$ cat src/rtl/am_pattern_sequencer.sv
// rtl/am_pattern_sequencer.sv - beat-driven AM pattern sequencer with shadow/active pattern registers
// Walks NUM_SEG segments of 2**SEG_LEN_LOG2 beats and flags the AM level of the current segment.
module am_pattern_sequencer #(
  parameter int                 NUM_SEG      = 16,
  parameter int                 SEG_LEN_LOG2 = 2,
  parameter int                 BEAT_W       = 12,
  parameter logic [NUM_SEG-1:0] DEFAULT_PAT  = 16'h19AD
) (
  input  logic                       clk,
  input  logic                       rst_n,
  input  logic                       start,
  input  logic                       stop,
  input  logic                       hold,
  input  logic                       beat_tick,
  input  logic                       loop_en,
  input  logic                       pat_wr,
  input  logic [NUM_SEG-1:0]         pat_wdata,
  output logic                       is_AM,
  output logic [BEAT_W-1:0]          beat_num,
  output logic [$clog2(NUM_SEG)-1:0] seg_idx,
  output logic                       busy,
  output logic                       wrap_pulse,
  output logic                       done
);

  localparam int                SEG_W     = $clog2(NUM_SEG);
  localparam int                TOTAL     = NUM_SEG << SEG_LEN_LOG2;
  localparam logic [BEAT_W-1:0] LAST_BEAT = BEAT_W'(TOTAL - 1);

  typedef enum logic [1:0] {S_IDLE, S_RUN, S_PAUSE, S_DONE} state_t;

  state_t             state, state_n;
  logic [NUM_SEG-1:0] shadow, shadow_n;
  logic [NUM_SEG-1:0] active, active_n;
  logic [BEAT_W-1:0]  beat_n, beat_inc;
  logic               is_am_n, busy_n, wrap_n, done_n;
  logic [NUM_SEG-1:0] pat_src;

  assign seg_idx = beat_num[SEG_LEN_LOG2 +: SEG_W];

  always_ff @(posedge clk or negedge rst_n) begin
    if (!rst_n) begin
      state      <= S_IDLE;
      shadow     <= DEFAULT_PAT;
      active     <= DEFAULT_PAT;
      beat_num   <= '0;
      is_AM      <= 1'b0;
      busy       <= 1'b0;
      wrap_pulse <= 1'b0;
      done       <= 1'b0;
    end else begin
      state      <= state_n;
      shadow     <= shadow_n;
      active     <= active_n;
      beat_num   <= beat_n;
      is_AM      <= is_am_n;
      busy       <= busy_n;
      wrap_pulse <= wrap_n;
      done       <= done_n;
    end
  end

  always_comb begin
    // A write landing on the same edge as a start/wrap must reach the active pattern directly.
    pat_src  = pat_wr ? pat_wdata : shadow;
    beat_inc = beat_num + BEAT_W'(1);
    state_n  = state;
    shadow_n = pat_src;
    active_n = active;
    beat_n   = beat_num;
    is_am_n  = is_AM;
    wrap_n   = 1'b0;
    done_n   = 1'b0;

    if (stop) begin
      state_n = S_IDLE;
      beat_n  = '0;
      is_am_n = 1'b0;
    end else if (start && (state == S_IDLE || state == S_DONE)) begin
      state_n  = S_RUN;
      beat_n   = '0;
      active_n = pat_src;
      is_am_n  = pat_src[0];
    end else begin
      case (state)
        S_RUN: begin
          if (hold) begin
            state_n = S_PAUSE;
          end else if (beat_tick) begin
            if (beat_num == LAST_BEAT) begin
              if (loop_en) begin
                beat_n   = '0;
                active_n = pat_src;
                is_am_n  = pat_src[0];
                wrap_n   = 1'b1;
              end else begin
                state_n = S_DONE;
                is_am_n = 1'b0;
                done_n  = 1'b1;
              end
            end else begin
              beat_n  = beat_inc;
              is_am_n = active[beat_inc[SEG_LEN_LOG2 +: SEG_W]];
            end
          end
        end
        S_PAUSE: begin
          if (!hold) state_n = S_RUN;
        end
        default: begin
          is_am_n = 1'b0;
        end
      endcase
    end

    busy_n = (state_n == S_RUN) || (state_n == S_PAUSE);
  end

endmodule

$ cat config.mk
export PLATFORM = sky130hd
export DESIGN_NAME = am_pattern_sequencer
export DESIGN_NICKNAME = d
export VERILOG_FILES = /design/src/rtl/am_pattern_sequencer.sv
export SDC_FILE = /design/constraint.sdc
export NUM_CORES = 1
export LEC_CHECK = 0
export CAP_MARGIN = 20
export CORE_ASPECT_RATIO = 1.25
export CORE_MARGIN = 3
export CORE_UTILIZATION = 48
export DETAILED_ROUTE_END_ITERATION = 10
export PLACE_DENSITY = 0.83
export SLEW_MARGIN = 20
export SYNTH_ARGS = -nofsm -noshare
export SYNTH_HDL_FRONTEND = slang
export SYNTH_SLANG_ARGS = --single-unit
$ cat constraint.sdc
create_clock -name clk -period 2 [get_ports clk]
set_input_delay 0.3 -clock clk [delete_from_list [all_inputs] [get_ports clk]]
set_output_delay 0.3 -clock clk [all_outputs]
set_load 0.1 [all_outputs]
* After elaboration in Yosys (flattened, before gate mapping) *
Index checks and enable logic that the tools add are counted.

word-level totals
  register bits = 50
  logic and storage cells = 81
  output and inout bits = 20
  input port bits = 24

operators by class
  add/sub/neg operators = 1
  equal/unequal tests = 12
  bitwise gates (word level) = 1
  reductions and logical operators = 13
  order comparisons = 1
  mux-type cells = 45

operators with widths
  kind                   count
  $mux 16                7
  $mux 12                7
  $mux 1                 21
  $mux 2                 7
  $add 12x1->12 const B  1
  $eq 12x6->1 const B    1
  $ne 4x4->1 const B     3
  $reduce_bool 2->1      4
  $eq 2x2->1 const B     3
  $reduce_and 6->1       1
  $reduce_bool 3->1      2
  $lt 4x5->1 const B     1
  $bmux 1 s4             1
  $eq 2x1->1 const B     2
  $pmux 2 s2             1
  $reduce_and 4->1       1
  $ne 3x2->1 const B     1
  $ne 3x3->1 const B     1
  $reduce_and 3->1       1
  $logic_not 2->1        1
  $logic_or 1x1->1       2
  $ne 2x1->1 const B     1
  $pmux 1 s2             1
  $logic_and 1x1->1      1
  $not 1->1              1

* Depth between registers and ports, before layout *
Gate-level depths: netlist of the first run.

  word-level depth = 9
  depth in mapped cells = 10
  gate-level depth less buffers = 8

* Worst setup path before layout of the first run *
No wires, ideal clock.

  path type = reg2reg
  from = reg beat_num[0]
  to = reg active[10]
  cell stages (with the launch flop) = 11
  data required time = 1.875 ns
  arrival time = 2.789 ns
  library setup time = 0.125 ns
  setup slack = -0.914 ns
  cells stage by stage = dfrtp_1 > ha_1 > buf_4 > and4_1 > buf_4 > nand4_4 > nor2_4 > nand2_2 > a21oi_4 > buf_12 > mux2_4

between the ends
  longest elaborated chain between the ends = 3

ends and longest elaborated chain
  item                         line  source
  from (decl)                  19    output logic [BEAT_W-1:0] beat_num,
  from (signal assigned)       55    beat_num <= beat_n;
  $eq 12x6->1                  90    if (beat_num == LAST_BEAT) begin
  $reduce_bool 2->1 (no line)  -
  $reduce_and 6->1 (no line)   -
  to (signal assigned)         54    active <= active_n;
  to (decl)                    34    logic [NUM_SEG-1:0] active, active_n;

No other way between the ends.
A chain may end at the register's enable or synchronous reset.

* Final worst setup path of the first run *
  from = reg beat_num[0]
  to = reg active[14]

The elaborated chain is that of the path after synthesis.

==> qor.txt, run 1 <==
Count leader, synth - dfrtp_1
Clock Latency Late Sink - 0.30 ns
Global-route wire length before repair - 8.54 mm
Drt via density - 5.44
Peak VDD IR - 0.000474 V
ANT nets after route - 0
Setup violators final - 0
Gpl congestion - 0.817
CTS tree - done
IO buf count - 43
Max-Slew Margin vs Limit - 0.718
Iter 0 DRT Violations - 107
Final Cell Area - 3560 um^2
Chip width - 72.9 um
Critical path capture point type - flop
Critical path peak fanout - 8
Drt wl/cell - 15.4 um
Root Driver - clkbuf_8
Core ar. - 5230 um^2
RSZ-0062 raised after global routing - yes
H-tree levels - 2
Final min period - 1.99 ns
Layout Cells excl Fill - 355
Critical Path RT - 2.19 ns
Vias - 1930
Leak - 1.50 nW
DP Area - 3390 um^2
Mean Syn Cell Area - 12.1 um^2
Slew Limit Fails - 0
WL final - 5.46 mm
DRT Pass-1 Iters - 4
Post-Syn Instances - 222
Pwr dens - 687 nW/um^2
Setup Skew - 0.00645 ns
P&R area growth vs syn - 32.9%
GRT Residual Overflow - 0
Post-placement cell count - 343
# IOs - 44
Post-DP HPWL - 4.13 mm
Top cell type's share of synthesized area - 0.317
Synth Net Count - 249
Yosys top cell by area - dfrtp_1
Clk sinks - 50
Full die area - 6520 um^2
Row Count - 29
Top cells by area, synth - dfrtp_1 32%, dfstp_2 16%, mux2_2 9.2%
Status - complete, no violations
Slew @ Worst Pin - 0.423 ns
Synth async-reset ratio - 1.00
Post-layout nets - 319
Initial antenna violation count - 0
Vias in the first global route - 1856
GRT Overall Usage - 0.169
Ys flop type - dfrtp_1
FF+latch count, synth - 50
Die Ht - 89.6 um
FILL cells - 374
Synth Cell Area - 2680 um^2
R2R depth - 8
Kind of critical path - flop to flop
Initial Util - 0.513
Distinct cells, synth - 48
Layout cells sized above 1 - 0.495
# DRC - 0
Area of the multi-input gates - 1370 um^2
Fin. Hold Viols - 0
Seq/Total Area, Yosys - 0.474
Reg2Reg Setup Slack - 0.01 ns
Max Fclk - 503 MHz
Largest net degree at the start of global routing - 21
Max_cap viols - 0
Reg area - 1290 um^2
EDFF count, synth - 0
Synthesis Warnings - 0
Ant diodes - 0
Clock slew at reported path FFs - 0.09 ns
Tcrit/Tclk final - 0.994
Worst EP arrival - 2.17 ns
Worst Hold Class - input pin to async pin
Clock Tree Buf Depth - 2
Startpoint Class - flop
TritonCTS Buffers - 5
Most frequent cells after synthesis - 34 x dfrtp_1, 22 x mux2_2, 16 x dfstp_2, 15 x nand2_1, 15 x nor2_1
## cells by family after synthesis
kind of cell    Yosys count  synth area share
flops                    50             0.474
buf+inv                  20            0.0485
fa+ha+maj                 3            0.0140
mux                      42             0.204
compound gates           33            0.0849
simple gates             61             0.129
xor+xnor                 13            0.0453
## cell usage in the layout, fill, tap and decap left out, types with 2 or more instances in the layout
cell type | Yosys | final
mux2i_1 | 6 | 6
nor2_2 | 0 | 3
dfrtp_4 | 0 | 4
inv_1 | 6 | 6
dfstp_2 | 16 | 16
nor3b_1 | 2 | 2
nor3_1 | 3 | 2
xnor2_1 | 8 | 8
a21oi_1 | 10 | 9
dfrtp_1 | 34 | 24
nand3_1 | 5 | 4
o31ai_1 | 2 | 2
nand4_1 | 2 | 2
o21ai_0 | 9 | 9
and3_1 | 3 | 3
nor2_1 | 15 | 12
nor2b_1 | 2 | 2
clkbuf_8 | 0 | 5
clkdlybuf4s50_1 | 0 | 22
nand2b_1 | 3 | 3
dfrtp_2 | 0 | 6
buf_12 | 1 | 5
mux4_2 | 4 | 4
nand2_1 | 15 | 15
mux2_2 | 22 | 17
nand3b_1 | 3 | 3
xor2_1 | 4 | 3
mux2_4 | 10 | 15
buf_4 | 8 | 47
## final cells by class
class,count,share of cell area
well taps,62,0.0218
clock buffers,6,0.0204
inverters,6,0.00632
repair buffers,77,0.200
clock inverters,2,0.00386
flip-flops and latches,50,0.363
multi-input cells,152,0.385
## sequential cells by signal, indices dropped and copies added, names as in the netlist
signal      count
wrap_pulse      1
state           2
is_AM           1
busy            1
active         16
shadow         16
beat_num       12
done            1
## layer usage
metal  global-route usage  vias to the layer above  part of all wire
met5                    0                        -                 0
met4               0.0537                        0             0.012
met3               0.0360                        6             0.037
met2                0.310                       44              0.54
met1                0.194                      961              0.41
li1                     -                      919                 -
## power breakdown
part           switching (mW)  internal (mW)  leakage (nW)  total, mW
Combinational           0.247          0.337         0.872      0.584
Clock                   0.329          0.247        0.0452      0.576
Sequential             0.0873           1.20         0.587       1.29
Total                   0.663           1.78          1.50       2.45
## timing repair
item	in CTS	in global routing
setup endpoints to repair	3	21
cloned	0	1
hold endpoints to repair	9	0
resized for setup	1	10
pin swaps	0	7
buffers inserted	0	2
hold buffers	1	0
## through the flow
step                      power (mW)  utilization  setup WS (ns)  setup TNS, ns  hold WS [ns]
final                           2.45        0.682         0.0114              0         0.473
after global placement          1.83        0.648         0.0385              0         0.258
after floorplan                 1.67            -         -0.398          -5.94       0.00441
after CTS                       2.43        0.667       0.000964              0         0.489
after detailed placement        1.86        0.648        0.00225              0         0.261
after global routing            2.56        0.682        -0.0733         -0.696         0.499
## final timing paths
kind                        startpoint          to
hold reg to reg             shadow[10]  shadow[10]
min in group clk            shadow[10]  shadow[10]
setup reg to reg           beat_num[0]  active[14]
max in group asynchronous        rst_n  active[12]
setup / recovery           beat_num[0]  active[14]
hold / removal                   rst_n   shadow[1]
## critical path: stages, from the launching register on
cell and delay (ns):
dfrtp_4 0.46, ha_4 0.16, and4_4 0.23, nand4_4 0.12, nor2_4 0.12, nand2_2 0.08
a21oi_4 0.23, clkbuf_16 0.20, mux2_4 0.29
No activity file was read; power rests on OpenSTA's default activity.
==> run 2: changes to the inputs <==
Settings changed: CAP_MARGIN 20 to 0, CORE_UTILIZATION 48 to 40, PLACE_DENSITY 0.83 to 0.72.
==> qor.txt, run 2 (synthesis results as in run 1) <==
Status - complete, but fails checks
Failing checks - setup timing
Initial Util - 0.424 (-0.0893)
Crit-path slowest cell - mux4_2
GRT Overall Usage - 0.143 (-0.0256)
Gpl congestion - 0.826 (+1.1%)
Kind of critical path - flop to flop
Max_cap viols - 0 (unchanged)
Critical Path RT - 2.18 ns (about the same)
CTS tree - done
ANT nets after route - 0 (unchanged)
Layout Cells excl Fill - 373 (+5.1%)
Final Cell Area - 3590 um^2 (+0.81%)
Clock Latency Late Sink - 0.30 ns (about the same)
IO buf count - 43 (unchanged)
Pwr dens - 715 nW/um^2 (+4.1%)
Clock slew at reported path FFs - 0.09 ns (about the same)
Startpoint Class - flop
Die Ht - 97.5 um (+8.9%)
Place WS - -0.0564 ns (-0.0586 ns)
Vias - 1889 (-2.1%)
Critical path capture point type - flop
# IOs - 44 (unchanged)
Post-layout nets - 314 (-1.6%)
Slew @ Worst Pin - 0.537 ns (+0.114 ns)
Peak VDD IR - 0.000585 V (+23%)
Core ar. - 6330 um^2 (+21%)
Biggest regs - active x16, shadow x16, beat_num x12
Worst Hold Class - input pin to async pin
Leak - 1.50 nW (-0.37%)
Setup violators final - 1 (+1)
Initial antenna violation count - 0 (unchanged)
Critical path peak fanout - 4 (-4)
Most common cell after layout, fill and taps aside - buf_4
Critical path's largest stage delay - 0.56 ns (+0.10 ns)
WL final - 5.36 mm (-1.9%)
TritonCTS Buffers - 5 (unchanged)
Clk sinks - 50 (unchanged)
Fin. Hold Viols - 0 (unchanged)
Max-Slew Margin vs Limit - 0.642 (-0.0761)
Global-route wire length before repair - 8.92 mm (+4.5%)
Iter 0 DRT Violations - 60 (-44%)
Row Count - 32 (+10%)
Vias in the first global route - 1886 (+1.6%)
Max Fclk - 490 MHz (-2.6%)
Hold_ws - 0.502 ns (+0.0291 ns)
Setup Skew - 0.00397 ns (-0.00247 ns)
Chip width - 79.2 um (+8.8%)
Slew Limit Fails - 0 (unchanged)
Post-placement cell count - 362 (+5.5%)
Fin worst setup slack - -0.0418 ns (-0.0532 ns)
Post-DP HPWL - 4.11 mm (-0.48%)
Largest net degree at the start of global routing - 28 (+33%)
Layout cells sized above 1 - 0.483 (-0.0122)
H-tree levels - 2 (unchanged)
GRT Residual Overflow - 0 (unchanged)
Drt wl/cell - 14.4 um (-6.6%)
Final min period - 2.04 ns (+0.0532 ns)
Cells along the critical path - buf_6 > nand3_4 > xor2_4 > mux4_2 > a2111oi_4 > a21oi_2
Ant diodes - 0 (unchanged)
Clock Tree Buf Depth - 2 (unchanged)
Root Driver - clkbuf_8
Worst EP arrival - 2.23 ns (+0.06 ns)
Drt via density - 5.06 (-6.8%)
Full die area - 7730 um^2 (+18%)
Tcrit/Tclk final - 1.02 (+0.0266)
RSZ-0062 raised after global routing - yes
DP Area - 3400 um^2 (+0.33%)
P&R area growth vs syn - 34.0%
Most frequent cells in the layout - 41 x buf_4, 24 x dfrtp_1, 22 x clkdlybuf4s50_1
# DRC - 0 (unchanged)
DRT Pass-1 Iters - 4 (unchanged)
[run 2: cell type report]
type                            instances  area (um^2)
Fill cell                             554         2730
Multi-Input combinational cell        152         1380
Sequential cell                        50         1290
Timing Repair Buffer                   72          674
Tap cell                               85          106
Clock buffer                            5         68.8
Clock inverter                          3         43.8
Inverter                                6         22.5
[run 2: report_power, final]
group          internal [mW]  leakage, nW  total, mW  switching (mW)
Combinational          0.329        0.853      0.577           0.248
Sequential              1.20        0.587       1.29          0.0855
Clock                  0.375       0.0585      0.707           0.332
Total                   1.90         1.50       2.57           0.665
[run 2: routing by layer]
layer	wire, um	vias up	share of wire	track usage
li1	-	908	-	-
met1	2270	937	0.42	0.175
met2	2820	40	0.53	0.248
met3	228	4	0.043	0.0315
met4	46	0	0.0086	0.0423
met5	0	-	0	0
[run 2: per-stage QoR]
stage          total power, mW  setup TNS (ns)   util
2_1_floorplan             1.67           -5.94      -
3_3_place_gp              1.83         -0.0535  0.537
3_5_place_dp              1.85          -0.315  0.537
4_1_cts                   2.57         -0.0266  0.560
5_1_grt                   2.70          -0.957  0.568
6_report                  2.57         -0.0418  0.568
[run 2: timing repair]
item | in CTS | in global routing
setup buffers | 0 | 2
gates resized for setup | 3 | 9
hold buffers | 1 | 0
endpoints found under the setup margin | 12 | 19
pin swaps | 4 | 3
endpoints found under the hold margin | 14 | 0
[run 2: final timing paths]
check | startpoint | endpoint | slack, ns | cells past startpoint
min | rst_n | shadow[6] | 0.50 | 2
min reg2reg | shadow[9] | shadow[9] | 0.51 | 1
max in group asynchronous | rst_n | active[0] | 0.90 | 3
max reg2reg | beat_num[1] | is_AM | -0.04 | 6
max | beat_num[1] | is_AM | -0.04 | 6
min in group clk | shadow[9] | shadow[9] | 0.51 | 1
[run 2: critical path, delay by kind of cell, from the launching register on]
family                    cells  cell delay, ns
AOI/OAI and AO/OA             2            0.48
xor gates and xnor gates      1            0.16
buffers and inverters         1            0.14
DFF                           1            0.51
muxes                         1            0.56
and+or+nand+nor               1            0.08
==> run 3: changes to the inputs <==
Settings changed: CORE_ASPECT_RATIO 1.25 to unset, CTS_CLUSTER_DIAMETER set to 150.
Clock period 2 ns to 1.6 ns, I/O delays scaled along.
==> qor.txt, run 3 (synthesis results as in run 1) <==
Slew Limit Fails - 0 (unchanged)
Place WS - -0.431 ns (-0.375 ns)
Logic pwr share - 0.254 (+0.030)
Cells along the critical path - buf_12 > nand3_4 > xor2_4 > mux4_2 > a2111oi_4 > a21oi_1
Largest net degree at the start of global routing - 20 (-29%)
Critical path peak fanout - 3 (-1)
# DRC - 0 (unchanged)
Die Ht - 87.9 um (-9.9%)
Startpoint Class - flop
P&R area growth vs syn - 57.2%
Vias in the first global route - 2179 (+16%)
# IOs - 44 (unchanged)
DP Area - 3830 um^2 (+13%)
Row Count - 29 (-9.4%)
Most common cell after layout, fill and taps aside - buf_4
TritonCTS Buffers - 5 (unchanged)
Crit-path slowest cell - mux4_2
Clock slew at reported path FFs - 0.10 ns (about the same)
Critical path's largest stage delay - 0.56 ns (about the same)
Max Fclk - 488 MHz (-0.39%)
Critical Path RT - 1.78 ns (-0.40 ns)
Worst Hold Class - input pin to async pin
Max_cap viols - 0 (unchanged)
Seq pwr share - 0.475 (-0.026)
Peak VDD IR - 0.000545 V (-6.9%)
CTS tree - done
Failing checks - setup timing
Setup TNS - -8.33 ns (-8.29 ns)
Slew @ Worst Pin - 0.473 ns (-0.0640 ns)
Post-layout nets - 350 (+11%)
Vias - 2101 (+11%)
Layout cells sized above 1 - 0.577 (+0.0945)
Drt wl/cell - 16.3 um (+13%)
Sw power - 0.926 mW (+39%)
Final min period - 2.05 ns (+0.00809 ns)
Global-route wire length before repair - 10.4 mm (+17%)
RSZ-0062 raised after global routing - yes
H-tree levels - 2 (unchanged)
Setup Skew - 0.00405 ns (+0.0000778 ns)
Final Cell Area - 4210 um^2 (+17%)
GRT Residual Overflow - 0 (unchanged)
Fin. Hold Viols - 0 (unchanged)
GRT Overall Usage - 0.173 (+0.0296)
Pwr dens - 809 nW/um^2 (+13%)
Post-DP HPWL - 4.46 mm (+8.5%)
Post-placement cell count - 384 (+6.1%)
DRT Pass-1 Iters - 4 (unchanged)
Full die area - 7720 um^2 (about the same)
WP buf/inv - 1 (unchanged)
FILL cells - 444 (-20%)
Layout Cells excl Fill - 401 (+7.5%)
Root Driver - clkbuf_8
Critical path capture point type - flop
IO buf count - 43 (unchanged)
Most frequent cells in the layout - 54 x buf_4, 24 x dfrtp_1, 23 x buf_12, 22 x clkdlybuf4s50_1
Clock Tree Buf Depth - 2 (unchanged)
Status - complete, but fails checks
Setup violators final - 31 (+30)
ANT nets after route - 0 (unchanged)
Max-Slew Margin vs Limit - 0.684 (+0.0420)
Clk network pwr share - 0.271 (-0.004)
Iter 0 DRT Violations - 59 (-1.7%)
WL final - 6.54 mm (+22%)
Drt via density - 5.24 (+3.5%)
Clk sinks - 50 (unchanged)
Clock Latency Late Sink - 0.31 ns (about the same)
Sw Ratio - 0.272 (+0.0127)
Initial antenna violation count - 0 (unchanged)
Initial Util - 0.417 (-0.00636)
Biggest regs - active x16, shadow x16, beat_num x12
Crit-path leading delay family - multiplexers
Gpl congestion - 0.834 (+0.91%)
Core ar. - 6420 um^2 (+1.5%)
Chip width - 87.9 um (+11%)
Ant diodes - 0 (unchanged)
Kind of critical path - flop to flop
Fin worst setup slack - -0.450 ns (-0.408 ns)
Leak - 1.75 nW (+17%)
Pint - 2.48 mW (+30%)
Worst EP arrival - 2.23 ns (about the same)
Tcrit/Tclk final - 1.28 (+0.260)
## run 3: final timing paths
kind,to,slack (ns),startpoint,cells past startpoint
worst min register to register,shadow[6],0.51,shadow[6],1
min in group clk,shadow[6],0.51,shadow[6],1
max in group asynchronous,shadow[2],0.52,rst_n,3
worst min-delay path,beat_num[9],0.43,rst_n,2
worst max-delay path,is_AM,-0.45,beat_num[1],6
worst max register to register,is_AM,-0.45,beat_num[1],6
## run 3: final cells by class
cell class	instances	area (um^2)	share of cell area
Inverter	6	22.5	0.00534
Sequential cell	50	1290	0.307
Timing Repair Buffer	108	1190	0.283
Tap cell	77	96.3	0.0229
Clock buffer	5	68.8	0.0163
Multi-Input combinational cell	152	1490	0.354
Clock inverter	3	47.5	0.0113
## run 3: repair_timing
item / in CTS / in global routing
buffers inserted: 7 / 2
setup endpoints to repair: 32 / 32
gates cloned: 1 / 0
hold endpoints to repair: 16 / 0
pin swaps: 12 / 18
resized for setup: 24 / 23
hold buffers: 1 / 0
## run 3: per-stage QoR
step	hold slack, ns	power [mW]	utilization
finish	0.434	3.41	0.656
global route	0.453	3.57	0.656
CTS	0.408	3.40	0.639
detailed placement	0.210	2.40	0.596
global placement	0.206	2.37	0.596
floorplan	-0.0556	2.09	-
## run 3: power by group through the flow
stage / logic (mW) / registers [mW] / clock network, mW
finish: 0.866 / 1.62 / 0.925
global route: 0.927 / 1.65 / 0.999
CTS: 0.829 / 1.62 / 0.948
detailed placement: 0.762 / 1.64 / 0
global placement: 0.743 / 1.63 / 0
floorplan: 0.428 / 1.66 / 0
## run 3: layer usage
layer,vias up,wire length (um),GRT usage
met4,0,160,0.0530
met2,43,3420,0.300
met5,-,0,0
met3,16,185,0.0273
met1,1058,2770,0.221
li1,984,-,-
